`config.mk`:
```
export PLATFORM = sky130hd
export DESIGN_NAME = apb_cmd_master
export DESIGN_NICKNAME = d
export VERILOG_FILES = /design/src/rtl/apb_pkg.sv /design/src/rtl/apb_cmd_fifo.sv /design/src/rtl/apb_cmd_master.sv
export SDC_FILE = /design/constraint.sdc
export NUM_CORES = 1
export LEC_CHECK = 0
export ABC_AREA = 1
export ABC_CLOCK_PERIOD_IN_PS = 5100
export BUFFER_PORTS_ARGS = -buffer_cell sky130_fd_sc_hd__clkbuf_2
export CAP_MARGIN = 20
export CORE_AREA = 2 2 227 229
export CTS_BUF_LIST = sky130_fd_sc_hd__clkbuf_4 sky130_fd_sc_hd__clkbuf_8
export DETAILED_ROUTE_END_ITERATION = 8
export DIE_AREA = 0 0 229 231
export PLACE_DENSITY = 0.44
export REMOVE_ABC_BUFFERS = 1
export SLEW_MARGIN = 20
export SYNTH_ARGS = -nofsm -noshare
export SYNTH_HDL_FRONTEND = slang
export SYNTH_SLANG_ARGS = --single-unit
export TNS_END_PERCENT = 50
```
`constraint.sdc`:
```
create_clock -name PCLK -period 5.1 [get_ports PCLK]
set_input_delay 0.51 -clock PCLK [delete_from_list [all_inputs] [get_ports PCLK]]
set_output_delay 0.51 -clock PCLK [all_outputs]
set_load 0.1 [all_outputs]
```
`src/rtl/apb_pkg.sv`:
```
// Shared types and default widths for the APB command master.
// No logic, so no latency.
// No flow control of its own.
package apb_pkg;

    localparam int DEF_ADDR_WIDTH = 32;
    localparam int DEF_DATA_WIDTH = 32;
    localparam int DEF_FIFO_DEPTH = 4;
    localparam int DEF_TIMEOUT    = 16;

    typedef enum logic [1:0] {
        ST_IDLE,
        ST_SETUP,
        ST_ACCESS,
        ST_RESP
    } apb_state_e;

    // Field order matches the flat queue word used by the master: {write, addr, wdata, strb}.
    typedef struct packed {
        logic                        write;
        logic [DEF_ADDR_WIDTH-1:0]   addr;
        logic [DEF_DATA_WIDTH-1:0]   wdata;
        logic [DEF_DATA_WIDTH/8-1:0] strb;
    } apb_cmd_t;

endpackage

```
`src/rtl/apb_cmd_fifo.sv`:
```
// Synchronous FIFO holding queued commands; head word is visible combinationally.
// A push becomes visible at the head on the cycle after it is written.
// Pushes while full and pops while empty are ignored.
module apb_cmd_fifo #(
    parameter int WIDTH = 8,
    parameter int DEPTH = 4
) (
    input  logic                         core_clk,
    input  logic                         rst,
    input  logic                         push,
    input  logic [WIDTH-1:0]             push_dat,
    input  logic                         pop,
    output logic [WIDTH-1:0]             pop_dat,
    output logic                         full,
    output logic                         empty,
    output logic [$clog2(DEPTH+1)-1:0]   count
);

    localparam int AW = $clog2(DEPTH);
    localparam int CW = $clog2(DEPTH + 1);

    logic [WIDTH-1:0] mem [DEPTH];
    logic [AW-1:0]    wr_ptr;
    logic [AW-1:0]    rd_ptr;
    logic             push_ok;
    logic             pop_ok;

    assign full    = (count == CW'(DEPTH));
    assign empty   = (count == '0);
    assign push_ok = push && !full;
    assign pop_ok  = pop && !empty;
    assign pop_dat = mem[rd_ptr];

    always_ff @(posedge core_clk) begin
        if (push_ok) begin
            mem[wr_ptr] <= push_dat;
        end
    end

    // DEPTH is a power of two, so the pointers wrap by plain overflow.
    always_ff @(posedge core_clk) begin
        if (rst) begin
            wr_ptr <= '0;
            rd_ptr <= '0;
            count  <= '0;
        end else begin
            if (push_ok) begin
                wr_ptr <= wr_ptr + 1'b1;
            end
            if (pop_ok) begin
                rd_ptr <= rd_ptr + 1'b1;
            end
            count <= count + CW'(push_ok) - CW'(pop_ok);
        end
    end

endmodule

```
`src/rtl/apb_cmd_master.sv`:
```
// Queues commands and issues them as APB transfers in order, one response each.
// Min 4 cycles accept-to-response (queue, SETUP, ACCESS, RESP); wait states add ACCESS cycles.
// cmd_ready low when queue full; FSM holds in RESP until rsp_ready.
module apb_cmd_master
    import apb_pkg::*;
#(
    parameter int ADDR_WIDTH = DEF_ADDR_WIDTH,
    parameter int DATA_WIDTH = DEF_DATA_WIDTH,
    parameter int FIFO_DEPTH = DEF_FIFO_DEPTH,
    parameter int TIMEOUT    = DEF_TIMEOUT
) (
    input  logic                    PCLK,
    input  logic                    PRESET,
    input  logic                    cmd_valid,
    output logic                    cmd_ready,
    input  logic                    cmd_write,
    input  logic [ADDR_WIDTH-1:0]   cmd_addr,
    input  logic [DATA_WIDTH-1:0]   cmd_wdata,
    input  logic [DATA_WIDTH/8-1:0] cmd_strb,
    output logic                    rsp_valid,
    input  logic                    rsp_ready,
    output logic [DATA_WIDTH-1:0]   rsp_rdata,
    output logic                    rsp_err,
    output logic                    PSEL,
    output logic                    PENABLE,
    output logic                    PWRITE,
    output logic [ADDR_WIDTH-1:0]   PADDR,
    output logic [DATA_WIDTH-1:0]   PWDATA,
    output logic [DATA_WIDTH/8-1:0] PSTRB,
    input  logic [DATA_WIDTH-1:0]   PRDATA,
    input  logic                    PREADY,
    input  logic                    PSLVERR
);

    localparam int SW = DATA_WIDTH / 8;
    localparam int CW = 1 + ADDR_WIDTH + DATA_WIDTH + SW;
    localparam int TW = $clog2(TIMEOUT + 1);

    apb_state_e                     state;
    apb_state_e                     state_n;
    logic                           pop;
    logic                           fifo_full;
    logic                           fifo_empty;
    logic [$clog2(FIFO_DEPTH+1)-1:0] unused_count;
    logic [CW-1:0]                  head_dat;
    logic [TW-1:0]                  tcnt;
    logic                           timed_out;

    // Gated by PRESET so the queue looks unavailable while reset is held.
    assign cmd_ready = !fifo_full && !PRESET;
    assign timed_out = (tcnt == TW'(TIMEOUT - 1));

    apb_cmd_fifo #(
        .WIDTH (CW),
        .DEPTH (FIFO_DEPTH)
    ) u_fifo (
        .core_clk (PCLK),
        .rst      (PRESET),
        .push     (cmd_valid && cmd_ready),
        .push_dat ({cmd_write, cmd_addr, cmd_wdata, cmd_strb}),
        .pop      (pop),
        .pop_dat  (head_dat),
        .full     (fifo_full),
        .empty    (fifo_empty),
        .count    (unused_count)
    );

    always_ff @(posedge PCLK) begin
        if (PRESET) begin
            state <= ST_IDLE;
        end else begin
            state <= state_n;
        end
    end

    always_comb begin
        state_n = state;
        pop     = 1'b0;
        case (state)
            ST_IDLE: begin
                if (!fifo_empty) begin
                    pop     = 1'b1;
                    state_n = ST_SETUP;
                end
            end
            ST_SETUP:  state_n = ST_ACCESS;
            ST_ACCESS: begin
                if (PREADY || timed_out) begin
                    state_n = ST_RESP;
                end
            end
            ST_RESP: begin
                if (rsp_ready) begin
                    if (!fifo_empty) begin
                        pop     = 1'b1;
                        state_n = ST_SETUP;
                    end else begin
                        state_n = ST_IDLE;
                    end
                end
            end
            default:   state_n = ST_IDLE;
        endcase
    end

    always_ff @(posedge PCLK) begin
        if (PRESET) begin
            PSEL      <= 1'b0;
            PENABLE   <= 1'b0;
            PWRITE    <= 1'b0;
            PADDR     <= '0;
            PWDATA    <= '0;
            PSTRB     <= '0;
            rsp_valid <= 1'b0;
            rsp_rdata <= '0;
            rsp_err   <= 1'b0;
            tcnt      <= '0;
        end else begin
            // Loading on the pop edge makes the SETUP cycle carry the command.
            if (pop) begin
                PSEL    <= 1'b1;
                PENABLE <= 1'b0;
                PWRITE  <= head_dat[CW-1];
                PADDR   <= head_dat[CW-2 -: ADDR_WIDTH];
                PWDATA  <= head_dat[SW +: DATA_WIDTH];
                PSTRB   <= head_dat[CW-1] ? head_dat[SW-1:0] : '0;
            end
            case (state)
                ST_SETUP: begin
                    PENABLE <= 1'b1;
                    tcnt    <= '0;
                end
                ST_ACCESS: begin
                    if (PREADY) begin
                        PSEL      <= 1'b0;
                        PENABLE   <= 1'b0;
                        rsp_valid <= 1'b1;
                        rsp_rdata <= PWRITE ? '0 : PRDATA;
                        rsp_err   <= PSLVERR;
                    end else if (timed_out) begin
                        PSEL      <= 1'b0;
                        PENABLE   <= 1'b0;
                        rsp_valid <= 1'b1;
                        rsp_rdata <= '0;
                        rsp_err   <= 1'b1;
                    end else begin
                        tcnt <= tcnt + 1'b1;
                    end
                end
                ST_RESP: begin
                    if (rsp_ready) begin
                        rsp_valid <= 1'b0;
                    end
                end
                default: ;
            endcase
        end
    end

endmodule

```
* Yosys cells after proc, flatten, opt, wreduce, memory -nomap -nowiden *
Memories as Yosys holds them, arrays and structs flattened. A register that Yosys moved wholly into a read port is not among the register bits.
Cells that the tools add are included.

operators by class
  add/sub/neg operators = 5
  multiply operators = 0
  divide/modulo/power cells = 0
  order comparisons = 0
  equal/unequal tests = 11
  shift-type cells = 0
  multiplexer cells = 32
  bitwise gates (word level) = 0
  reduce and logical (&&, ||, !) cells = 17

operators by type and width
  operator                                       number
  2-to-1 mux 32 bit                              3
  2-to-1 mux 1 bit                               16
  2-to-1 mux 2 bit                               5
  2-to-1 mux 5 bit                               2
  != test 2 bit, second input constant           5
  one-hot mux 5 bit (2 select lines)             1
  AND reduction 3 bit                            3
  one-hot mux 2 bit (4 select lines)             1
  one-hot mux 1 bit (2 select lines)             3
  nonzero test 2 bit                             3
  adder 5 x 1 -> 5 bit, second input constant    1
  == test 5 x 4 -> 1 bit, second input constant  1
  adder 2 x 1 -> 2 bit, second input constant    2
  == test 2 bit, second input constant           2
  logical AND 1 bit                              4
  2-to-1 mux 4 bit                               1
  adder 3 x 1 -> 3 bit                           1
  == test 3 bit, second input constant           1
  logical NOT 1 bit                              3
  logical NOT 3 bit                              1
  != test 3 bit, second input constant           1
  subtractor 3 x 1 -> 3 bit                      1
  == test 2 x 1 -> 1 bit, second input constant  1
  logical NOT 2 bit                              1
  other kinds (2)                                2

storage, ports and cells
  bits in registers = 119
  latch bits = 0
  RAM bits = 276
  bits in read-only memories = 0
  bits of input ports = 107
  output and inout port bits = 106
  word-level logic and storage cells = 80
  memories kept = 1

memories
  name        words  width  rd ports  clocked after Yosys merged registers in  write ports  line                source
  u_fifo.mem  4      69     1         1                                        1            apb_cmd_fifo.sv:22  logic [WIDTH-1:0] mem [DEPTH];

* Depth between registers and ports, before layout *
  depth in word-level cells = 8
  mapped depth = 14
  depth with buffers taken out = 12

* Hierarchy *
A second synthesis with hierarchy kept.

unflattened totals
  cell total of the unflattened synthesis = 1263
  area, all modules = 14841.7 µm²

by module, submodules not included
  module          instances  cells an instance  area an instance (µm²)  seq. area each (µm²)
  apb_cmd_fifo    1          736                10722.8                 8468.1
  apb_cmd_master  1          527                4119.0                  2242.2

* Least setup slack after synthesis *
OpenSTA, ideal clock, no wires.

  kind = input to register
  from = in PRESET
  to = mem u_fifo.mem[0][0] (netlist bit) (enable)
  arrival time = 3.989 ns
  required time = 4.603 ns
  path slack = 0.614 ns
  cell stages on the path = 5
  buffers on the path = 2
  cell sequence = buf_2 -> inv_1 -> buf_4 -> nand3_1 -> nor2_1

on the way
  word-level cells in the longest chain between the ends = 6

RTL lines
  what                                    line                  source
  start: declaration                      apb_cmd_master.sv:13  input logic PRESET,
  logical NOT 1 bit                       apb_cmd_master.sv:50  assign cmd_ready = !fifo_full && !PRESET;
  logical AND 1 bit                       apb_cmd_master.sv:50
  logical AND 1 bit                       apb_cmd_master.sv:59  .push (cmd_valid && cmd_ready),
  logical AND 1 bit                       apb_cmd_fifo.sv:30    assign push_ok = push && !full;
  2-to-1 mux 1 bit                        apb_cmd_fifo.sv:35    if (push_ok) begin
  2-to-1 mux 1 bit (not written as such)  apb_cmd_fifo.sv:36    mem[wr_ptr] <= push_dat;
  end: declaration                        apb_cmd_fifo.sv:22

No other way between the ends.

==> results by group <==
Run status
  – Status: finished clean

Drt
  – Metal1 wirelength: 17850 microns
  – First-pass iteration count of the detailed router: 4
  – WL per Instance: 17.21 microns
  – Final wirelength: 38620 microns
  – Top layer in use: met5
  – DR WL met3: 2264 microns
  – Routed via count: 10070
  – Met2 wire length: 17730 microns
  – Antenna Nets Post-Route: 0
  – # DRC: 0
  – Vias per cell: 4.485
  – 1st-iter DRT viols: 438

GRT
  – Largest net degree at the start of global routing: 81
  – Vias in the first global route: 9905
  – Total track usage: 14.67%
  – Overflow after GRT: 0
  – First-pass GRT wire length: 59000 microns
  – Initial antenna violation count: 6

STA
  – Final Skew: 0.02016 ns
  – Worst Hold Slack: 0.09898 ns
  – Final-report setup violation count: 0
  – Fmax: 0.3838 GHz
  – TNS Setup: 0 ns
  – Final Slew Violations: 0
  – Hold Fails Final Rpt: 0
  – RSZ-0062 raised after global routing: no
  – Period utilization: 51.09%
  – Slew margin rel.: 37.31%
  – Worst Tran Pin Value: 0.9404 ns
  – Post-route minimum period: 2.606 ns
  – Final WS setup: 2.494 ns

Power and ir drop
  – Tot Pwr: 11.50 mW
  – Switch share: 45.03%
  – Comb pwr share: 38.0%
  – Leakage: 6.917 nW
  – Clock share of power: 26.0%
  – P_sw: 5.179 mW
  – PD cells: 636.8 nW/um^2
  – Internal power: 6.321 mW
  – Seq pwr share: 36.0%
  – Max IR drop VDD: 0.3859 mV

Synth
  – Synth warn: 0
  – Post-Syn Area: 14930 sq um
  – Post-synthesis mux area share: 0%
  – Post-synth cell types: 27
  – Compound-gate portion of the synthesized area: 11.55%
  – Simple-gate share of the synthesized area: 9.431%
  – Sequential share of the synthesized area: 71.76%
  – Synth Area in Adders: 1.224%
  – FF+latch count, synth: 397
  – Post-Synth XOR/XNOR Area: 0.1174%
  – Largest family of logic cells by synthesized area: compound AO/OA/AOI/OAI gates
  – Synth Instances: 1277
  – Synthesized area per cell: 11.69 sq um

Die
  – Die X: 229 microns
  – Die Height: 231 microns
  – # IOs: 213
  – CORE AREA: 50680 sq um
  – Effective utilization at floorplan: 29.45%
  – FP Rows: 83
  – Die area: 52900 sq um

Setup path
  – Setup CP Type: reg2reg
  – Crit-path most repeated cell: nor2_1
  – Crit-path slowest cell: inv_4
  – Cell breakdown of the critical path: inv_4 > buf_4 > o21ai_0 > o22ai_1 > nor2_1 > nor2_1
  – CP max stage delay: 0.73 ns
  – Worst-path maximum fanout: 79
  – Worst EP required: 5.66 ns
  – Crit. End Element: flip-flop
  – Arr. time, crit path: 3.17 ns
  – Crit start category: flip-flop

Clock tree
  – Number of CTS-inserted buffers: 71
  – Post-CTS sizing: 0
  – CTS hold repair buffers: 0
  – # Post-CTS Setup Buffers: 0
  – Clock root buffer: clkbuf_8
  – TritonCTS Sinks: 397
  – Clk_lat worst skew: 0.63 ns
  – H-tree depth: 3
  – Worst-path clk slew: 0.07 ns
  – CTS tree: built
  – CTS Buffer Depth: 3

Hold path
  – Worst Hold Class: in2reg

Flow run
  – Max-Cap Viols: 0

Layout
  – Commonest non-fill, non-tap cell in the layout: edfxtp_1
  – Fin util: 35.63%
  – Most frequent cells in the layout: edfxtp_1 (276), nor2_1 (268), clkbuf_2 (212)
  – Layout Nets: 1625
  – Fin cells: 2244
  – Design Area, Final: 18060 sq um
  – Share of cells above drive strength 1: 23.37%
  – Layout area overhead: 20.99%

Placement
  – Worst slack, placed: 2.070 ns
  – Port bufs: 212
  – Area post-placement: 16590 sq um
  – Placer congestion estimate: 0.7731
  – Placed cell count: 2111
  – DP HPWL: 21130 microns
==> Yosys cell counts (all sizes together) <==
master,instances,area share [%]
and3,4,0.17
edfxtp,276,56
inv,113,2.8
buf,45,2.3
a21oi,22,0.74
xor2,2,0.12
o21ai,201,6.7
o21bai,1,0.050
dfxtp,121,16
nor2,274,7.0
clkbuf,30,0.77
o22ai,96,4.0
fa,1,0.13
nand3,22,0.77
nand2,52,1.4
or2,1,0.042
nor3,3,0.10
ha,13,1.1
==> final timing paths <==
path | to | cells past startpoint | from | slack, ns
max | PWDATA[4] | 6 | flip-flop | 2.49
min reg2reg | PSEL | 2 | PSEL | 0.45
min | u_fifo.mem[0][61] | 1 | cmd_addr[25] | 0.1
max reg2reg | PWDATA[4] | 6 | flip-flop | 2.49
==> worst max-delay path, delay by kind of cell (launching register included) <==
family	cells	cell delay, ns
buffers and inverters	2	1.43
flip-flops	1	0.54
AO/OA/AOI/OAI	2	0.32
AND/OR/NAND/NOR	2	0.19
==> flip-flops by register name (all words and copies together) (netlist names), named ones only <==
name / cells
rsp_valid: 1
u_fifo.rd_ptr: 2
PWDATA: 32
tcnt: 5
PSEL: 1
u_fifo.mem: 276
PWRITE: 1
u_fifo.count: 3
rsp_rdata: 32
PADDR: 32
rsp_err: 1
state: 2
PSTRB: 4
PENABLE: 1
u_fifo.wr_ptr: 2
==> logic make-up (layout without fill, tap and decap cells) <==
family	after synthesis	count (layout)
DFF	397	397
other	0	2
and+or+nand+nor	356	356
AOI/OAI and AO/OA	320	320
adders and majority gates	14	14
buffers and inverters	188	473
xor gates and xnor gates	2	2
==> routing by layer <==
layer  track usage, %  vias to the layer above
met4            5.093                        4
li1                 -                     4925
met1            18.83                     4832
met3            4.360                       59
met5                0                        -
met2            23.57                      245
==> power groups by stage <==
stage          combinational, mW  sequential (mW)  clock, mW
6_report                    4.36             4.14       2.99
4_1_cts                     4.44             4.15       3.12
2_1_floorplan               1.25             6.33          0
3_5_place_dp                4.43             4.21          0
3_3_place_gp                4.42             4.21          0
5_1_grt                     4.70             4.20       3.27
==> final cells by class <==
type | instances | area (sq um)
fill | 5193 | 32620
sequential | 397 | 10720
multi-input combinational | 692 | 3373
clock buffer | 106 | 1340
timing repair buffer | 229 | 1226
tap | 680 | 850.8
inverter | 113 | 426.7
clock inverter | 25 | 118.9
antenna | 2 | 5.005
Power figures use the tool's default switching activity.
